**src/rtl/lc3b_types.sv**
```systemverilog
// Shared LC-3b type definitions: machine word and the fetch-unit state encoding.
package lc3b_types;

  localparam int unsigned WORD_W = 16;

  typedef logic [WORD_W-1:0] lc3b_word;

  typedef enum logic [1:0] {
    FETCH_IDLE    = 2'd0,
    FETCH_REQ     = 2'd1,
    FETCH_HOLD    = 2'd2,
    FETCH_DISCARD = 2'd3
  } lc3b_fetch_state;

  localparam lc3b_word PC_STEP = WORD_W'(2);

endpackage

```
**src/rtl/fetch_unit.sv**
```systemverilog
// Instruction fetch: PC register, single-outstanding memory read FSM and a one-entry
// instruction buffer with valid/ready handoff; redirects never abort an in-flight read.
module fetch_unit
  import lc3b_types::*;
#(
  parameter lc3b_word RESET_PC = 16'h0000
) (
  input  logic     clk,
  input  logic     rst_n,
  input  logic     enable,
  input  logic     redirect,
  input  lc3b_word redirect_pc,
  output lc3b_word mem_address,
  output logic     mem_read,
  input  logic     mem_resp,
  input  lc3b_word mem_rdata,
  output logic     instr_valid,
  output lc3b_word instr,
  output lc3b_word instr_pc,
  input  logic     instr_ready
);

  lc3b_fetch_state r_state;
  lc3b_fetch_state w_state_nxt;
  lc3b_word        r_pc;
  lc3b_word        w_pc_nxt;
  lc3b_word        w_redirect_pc;
  logic            w_capture;
  logic            w_mem_read_nxt;
  logic            w_instr_valid_nxt;
  logic            w_load_addr;

  lc3b_word r_mem_address;
  logic     r_mem_read;
  logic     r_instr_valid;
  lc3b_word r_instr;
  lc3b_word r_instr_pc;

  assign w_redirect_pc = {redirect_pc[WORD_W-1:1], 1'b0};

  // State register
  always_ff @(posedge clk or negedge rst_n) begin
    if (!rst_n) begin
      r_state <= FETCH_IDLE;
    end else begin
      r_state <= w_state_nxt;
    end
  end

  // Next-state and PC selection
  always_comb begin
    w_state_nxt = r_state;
    w_pc_nxt    = r_pc;
    w_capture   = 1'b0;
    case (r_state)
      FETCH_IDLE: begin
        if (redirect) begin
          w_pc_nxt = w_redirect_pc;
        end else if (enable) begin
          w_state_nxt = FETCH_REQ;
        end
      end
      FETCH_REQ: begin
        if (redirect) begin
          w_pc_nxt = w_redirect_pc;
          if (mem_resp) begin
            w_state_nxt = enable ? FETCH_REQ : FETCH_IDLE;
          end else begin
            w_state_nxt = FETCH_DISCARD;
          end
        end else if (mem_resp) begin
          w_capture   = 1'b1;
          w_pc_nxt    = r_pc + PC_STEP;
          w_state_nxt = FETCH_HOLD;
        end
      end
      FETCH_HOLD: begin
        if (instr_ready || redirect) begin
          if (redirect) begin
            w_pc_nxt = w_redirect_pc;
          end
          w_state_nxt = enable ? FETCH_REQ : FETCH_IDLE;
        end
      end
      FETCH_DISCARD: begin
        if (redirect) begin
          w_pc_nxt = w_redirect_pc;
        end
        if (mem_resp) begin
          w_state_nxt = enable ? FETCH_REQ : FETCH_IDLE;
        end
      end
      default: begin
        w_state_nxt = FETCH_IDLE;
      end
    endcase
  end

  // Output decode of the upcoming state so the port flops change with the state
  always_comb begin
    w_mem_read_nxt    = 1'b0;
    w_instr_valid_nxt = 1'b0;
    w_load_addr       = 1'b0;
    case (w_state_nxt)
      FETCH_REQ: begin
        w_mem_read_nxt = 1'b1;
        w_load_addr    = 1'b1;
      end
      FETCH_DISCARD: w_mem_read_nxt    = 1'b1;
      FETCH_HOLD:    w_instr_valid_nxt = 1'b1;
      default:       w_mem_read_nxt    = 1'b0;
    endcase
  end

  // PC, address and instruction buffer registers; address only moves when a read is issued
  always_ff @(posedge clk or negedge rst_n) begin
    if (!rst_n) begin
      r_pc          <= RESET_PC;
      r_mem_address <= RESET_PC;
      r_mem_read    <= 1'b0;
      r_instr_valid <= 1'b0;
      r_instr       <= '0;
      r_instr_pc    <= '0;
    end else begin
      r_pc          <= w_pc_nxt;
      r_mem_read    <= w_mem_read_nxt;
      r_instr_valid <= w_instr_valid_nxt;
      if (w_load_addr) begin
        r_mem_address <= w_pc_nxt;
      end
      if (w_capture) begin
        r_instr    <= mem_rdata;
        r_instr_pc <= r_pc;
      end
    end
  end

  assign mem_address = r_mem_address;
  assign mem_read    = r_mem_read;
  assign instr_valid = r_instr_valid;
  assign instr       = r_instr;
  assign instr_pc    = r_instr_pc;

endmodule

```
**config.mk**
```make
export PLATFORM = sky130hd
export DESIGN_NAME = fetch_unit
export DESIGN_NICKNAME = d
export VERILOG_FILES = /design/src/rtl/lc3b_types.sv /design/src/rtl/fetch_unit.sv
export SDC_FILE = /design/constraint.sdc
export NUM_CORES = 1
export LEC_CHECK = 0
export ABC_AREA = 1
export BUFFER_PORTS_ARGS = -buffer_cell sky130_fd_sc_hd__buf_2
export CORE_UTILIZATION = 30
export CTS_CLUSTER_DIAMETER = 200
export CTS_CLUSTER_SIZE = 28
export DETAILED_ROUTE_END_ITERATION = 8
export GPL_TIMING_DRIVEN = 0
export MAX_ROUTING_LAYER = met4
export PLACE_DENSITY = 0.48
export SETUP_SLACK_MARGIN = 0.5
export SYNTH_ARGS = -nofsm -noshare
export SYNTH_HDL_FRONTEND = slang
export SYNTH_SLANG_ARGS = --single-unit
```
**constraint.sdc**
```tcl
create_clock -name clk -period 4 [get_ports clk]
set_input_delay 0 -clock clk [delete_from_list [all_inputs] [get_ports clk]]
set_output_delay 0 -clock clk [all_outputs]
set_load 0.03 [all_outputs]
```
==> impl_metrics.json <==
{
  "p_leak_nw": 2.36,
  "nets": 578,
  "synth_cell_types": 29,
  "clk_latency_ns": 0.35,
  "drive_gt1_share_pct": 23.9,
  "cts_made_buffers": 9,
  "syn_to_final_growth_pct": 32.1,
  "portBuffers": 86,
  "reg2regPathDepth": 11,
  "mostFrequentLayoutCell": "nand2_1",
  "ctsHoldBuffers": 21,
  "routed_wl_mm": 9.10,
  "cts_tree": "done",
  "yosysSeqAreaShare_pct": 51.7,
  "required_ns": 4.25,
  "place_hpwl_mm": 6.65,
  "cts_max_level": 3,
  "synth_warnings": 0,
  "cts_resized": 0,
  "cts_sinks": 68,
  "switching_share_pct": 47.2,
  "timing.fmax_mhz": 511,
  "dr_total_vias": 3030,
  "worst_pin_slew_ns": 0.487,
  "dieWidth_um": 107,
  "netlist_area_um2": 3290,
  "die-area_um2": 11400,
  "crit_path_max_fanout": 10,
  "drc": 0,
  "nFillCells": 1126,
  "cts_buffer_depth": 2,
  "seqCellArea_um2": 1700,
  "avgSynthCellArea_um2": 7.94,
  "period_share_pct": 48.9,
  "hold_viol": 0,
  "maxSlewHeadroom_pct": 67.5,
  "diodes": 0,
  "power.switching_w": 0.00164,
  "grt-ovfl-total": 0,
  "cts_root_buf": "clkbuf_8",
  "tns_ns": 0,
  "track_usage_pct": 17.5,
  "cap_violations": 0,
  "ir_worst_vdd_mv": 0.232,
  "rows": 37,
  "finalClockSkew_ns": 0.00558,
  "arrival_ns": 2.20,
  "multi_input_area_um2": 1360,
  "p_clk_share_pct": 18.2,
  "gp_congestion": 0.900,
  "p_int_w": 0.00183,
  "grt_max_degree": 69,
  "initial_core_util_pct": 31.5,
  "pin_count": 88,
  "worstSetupStartpointType": "flip-flop",
  "synth_top_cell_by_area": "dfrtp_1",
  "grt_pass1_wl_mm": 14.7,
  "post_cts_buffers": 0,
  "power.density_nw_per_um2": 797,
  "setup_violations": 0,
  "power_frac_comb_pct": 49.2,
  "grt_pass1_vias": 2885,
  "hold_depth": 3,
  "rsz0062_at_grt": "no",
  "crit_type": "reg2reg",
  "synth.area.top_cells": "dfrtp_1, nand2_1, o21ai_0",
  "synth_nets": 459,
  "antenna_left": 0,
  "endpoint_kind": "flip-flop",
  "hp-class": "in2reg",
  "most-common-layout-cells": "nand2_1, buf_2, dfrtp_1, inv_1, o21ai_0",
  "netlist.area_leader.share_pct": 51.7,
  "final.min_clock_period_ns": 1.96,
  "design_area_um2": 4350,
  "coreArea_um2": 10500,
  "path_clk_slew_ns": 0.08,
  "die_h_um": 107,
  "p_seq_share_pct": 32.6,
  "viasPerCell": 4.49,
  "synth_seq_cells": 68,
  "antenna_found_initial": 0,
  "report.final.slew_viol_count": 0,
  "power.total_w": 0.00347,
  "dr.pass1.iters": 4,
  "placed_area_um2": 3920,
  "first_iter_violations": 181,
  "synthCells": 415,
  "status": "finished clean",
  "wl_per_cell_um": 13.5
}
==> critical path, stage by stage (launching register included) <==
cell and delay [ns]:
dfrtp_1 0.41, inv_1 0.10, ha_1 0.20, buf_6 0.15, nand2_4 0.09, inv_2 0.04
nand2_2 0.07, buf_4 0.18, clkinv_1 0.23, buf_2 0.26, nand2_1 0.07, nand2_1 0.05
==> logic make-up after synthesis <==
group | Yosys count | share of synthesized area [%]
AND/OR/NAND/NOR | 242 | 30.9
AO/OA/AOI/OAI | 47 | 8.05
flip-flops | 68 | 51.7
buffers and inverters | 52 | 7.10
adder cells (fa/ha/maj) | 6 | 2.28
==> per-stage QoR <==
step                      std cells  worst slack (ns)  hold WS, ns  utilization, %
after CTS                       675              2.00      0.00567            41.6
after detailed placement        638              2.01       0.0400            37.5
after global placement          637              2.01        0.194            37.2
final                           675              2.04       0.0174            41.6
after global routing            675              1.87      0.00902            41.6
after floorplan                 415              2.30       -0.296               -
==> area by class of cell <==
cell class                 count  area share [%]
sequential                    68            39.1
multi-input combinational    295            31.2
timing repair buffer         108            15.4
tap                          136            3.91
inverter                      38            3.28
clock buffer                  10            2.93
buffer                        14            2.10
clock inverter                 6            2.04
==> synth_stat cells (all sizes together) <==
cell / count
a21oi: 7
a22o: 1
a31oi: 2
buf: 10
clkbuf: 4
clkinv: 1
dfrtp: 68
ha: 6
inv: 37
nand2: 185
nand3: 25
nand4: 5
nor2: 25
o2111ai: 1
o211ai: 3
o21ai: 31
o21bai: 2
or2: 2
==> per-layer routing <==
layer	vias up	wire length, um	GRT usage [%]
met3	8	391	3.83
met2	69	4100	25.6
met4	0	104	5.77
met1	1408	4500	23.9
met5	-	0	-
li1	1545	-	-
==> state kept, by name, summed over array words and instances, names as in the netlist <==
| signal | count |
|---|---|
| mem_read | 1 |
| instr_pc | 16 |
| r_state | 2 |
| instr_valid | 1 |
| mem_address | 16 |
| instr | 16 |
| r_pc | 16 |
==> power groups by stage <==
stage	clock, W	combinational (W)	sequential (W)
after floorplan	0	0.000807	0.00152
after global placement	0	0.00169	0.00114
after detailed placement	0	0.00171	0.00114
after CTS	0.000651	0.00173	0.00113
after global routing	0.000686	0.00191	0.00117
final	0.000632	0.00171	0.00113
==> final timing paths <==
check                          startpoint               to  slack [ns]
max                            r_state[1]        instr[11]        2.04
min                              mem_resp     instr_pc[14]        0.02
max reg2reg                    r_state[1]        instr[11]        2.04
min reg2reg                mem_address[0]   mem_address[0]        0.47
max in group asynchronous           rst_n          r_pc[8]        3.52
min in group asynchronous           rst_n  mem_address[11]        0.18
(Power assumes the default switching activity.)
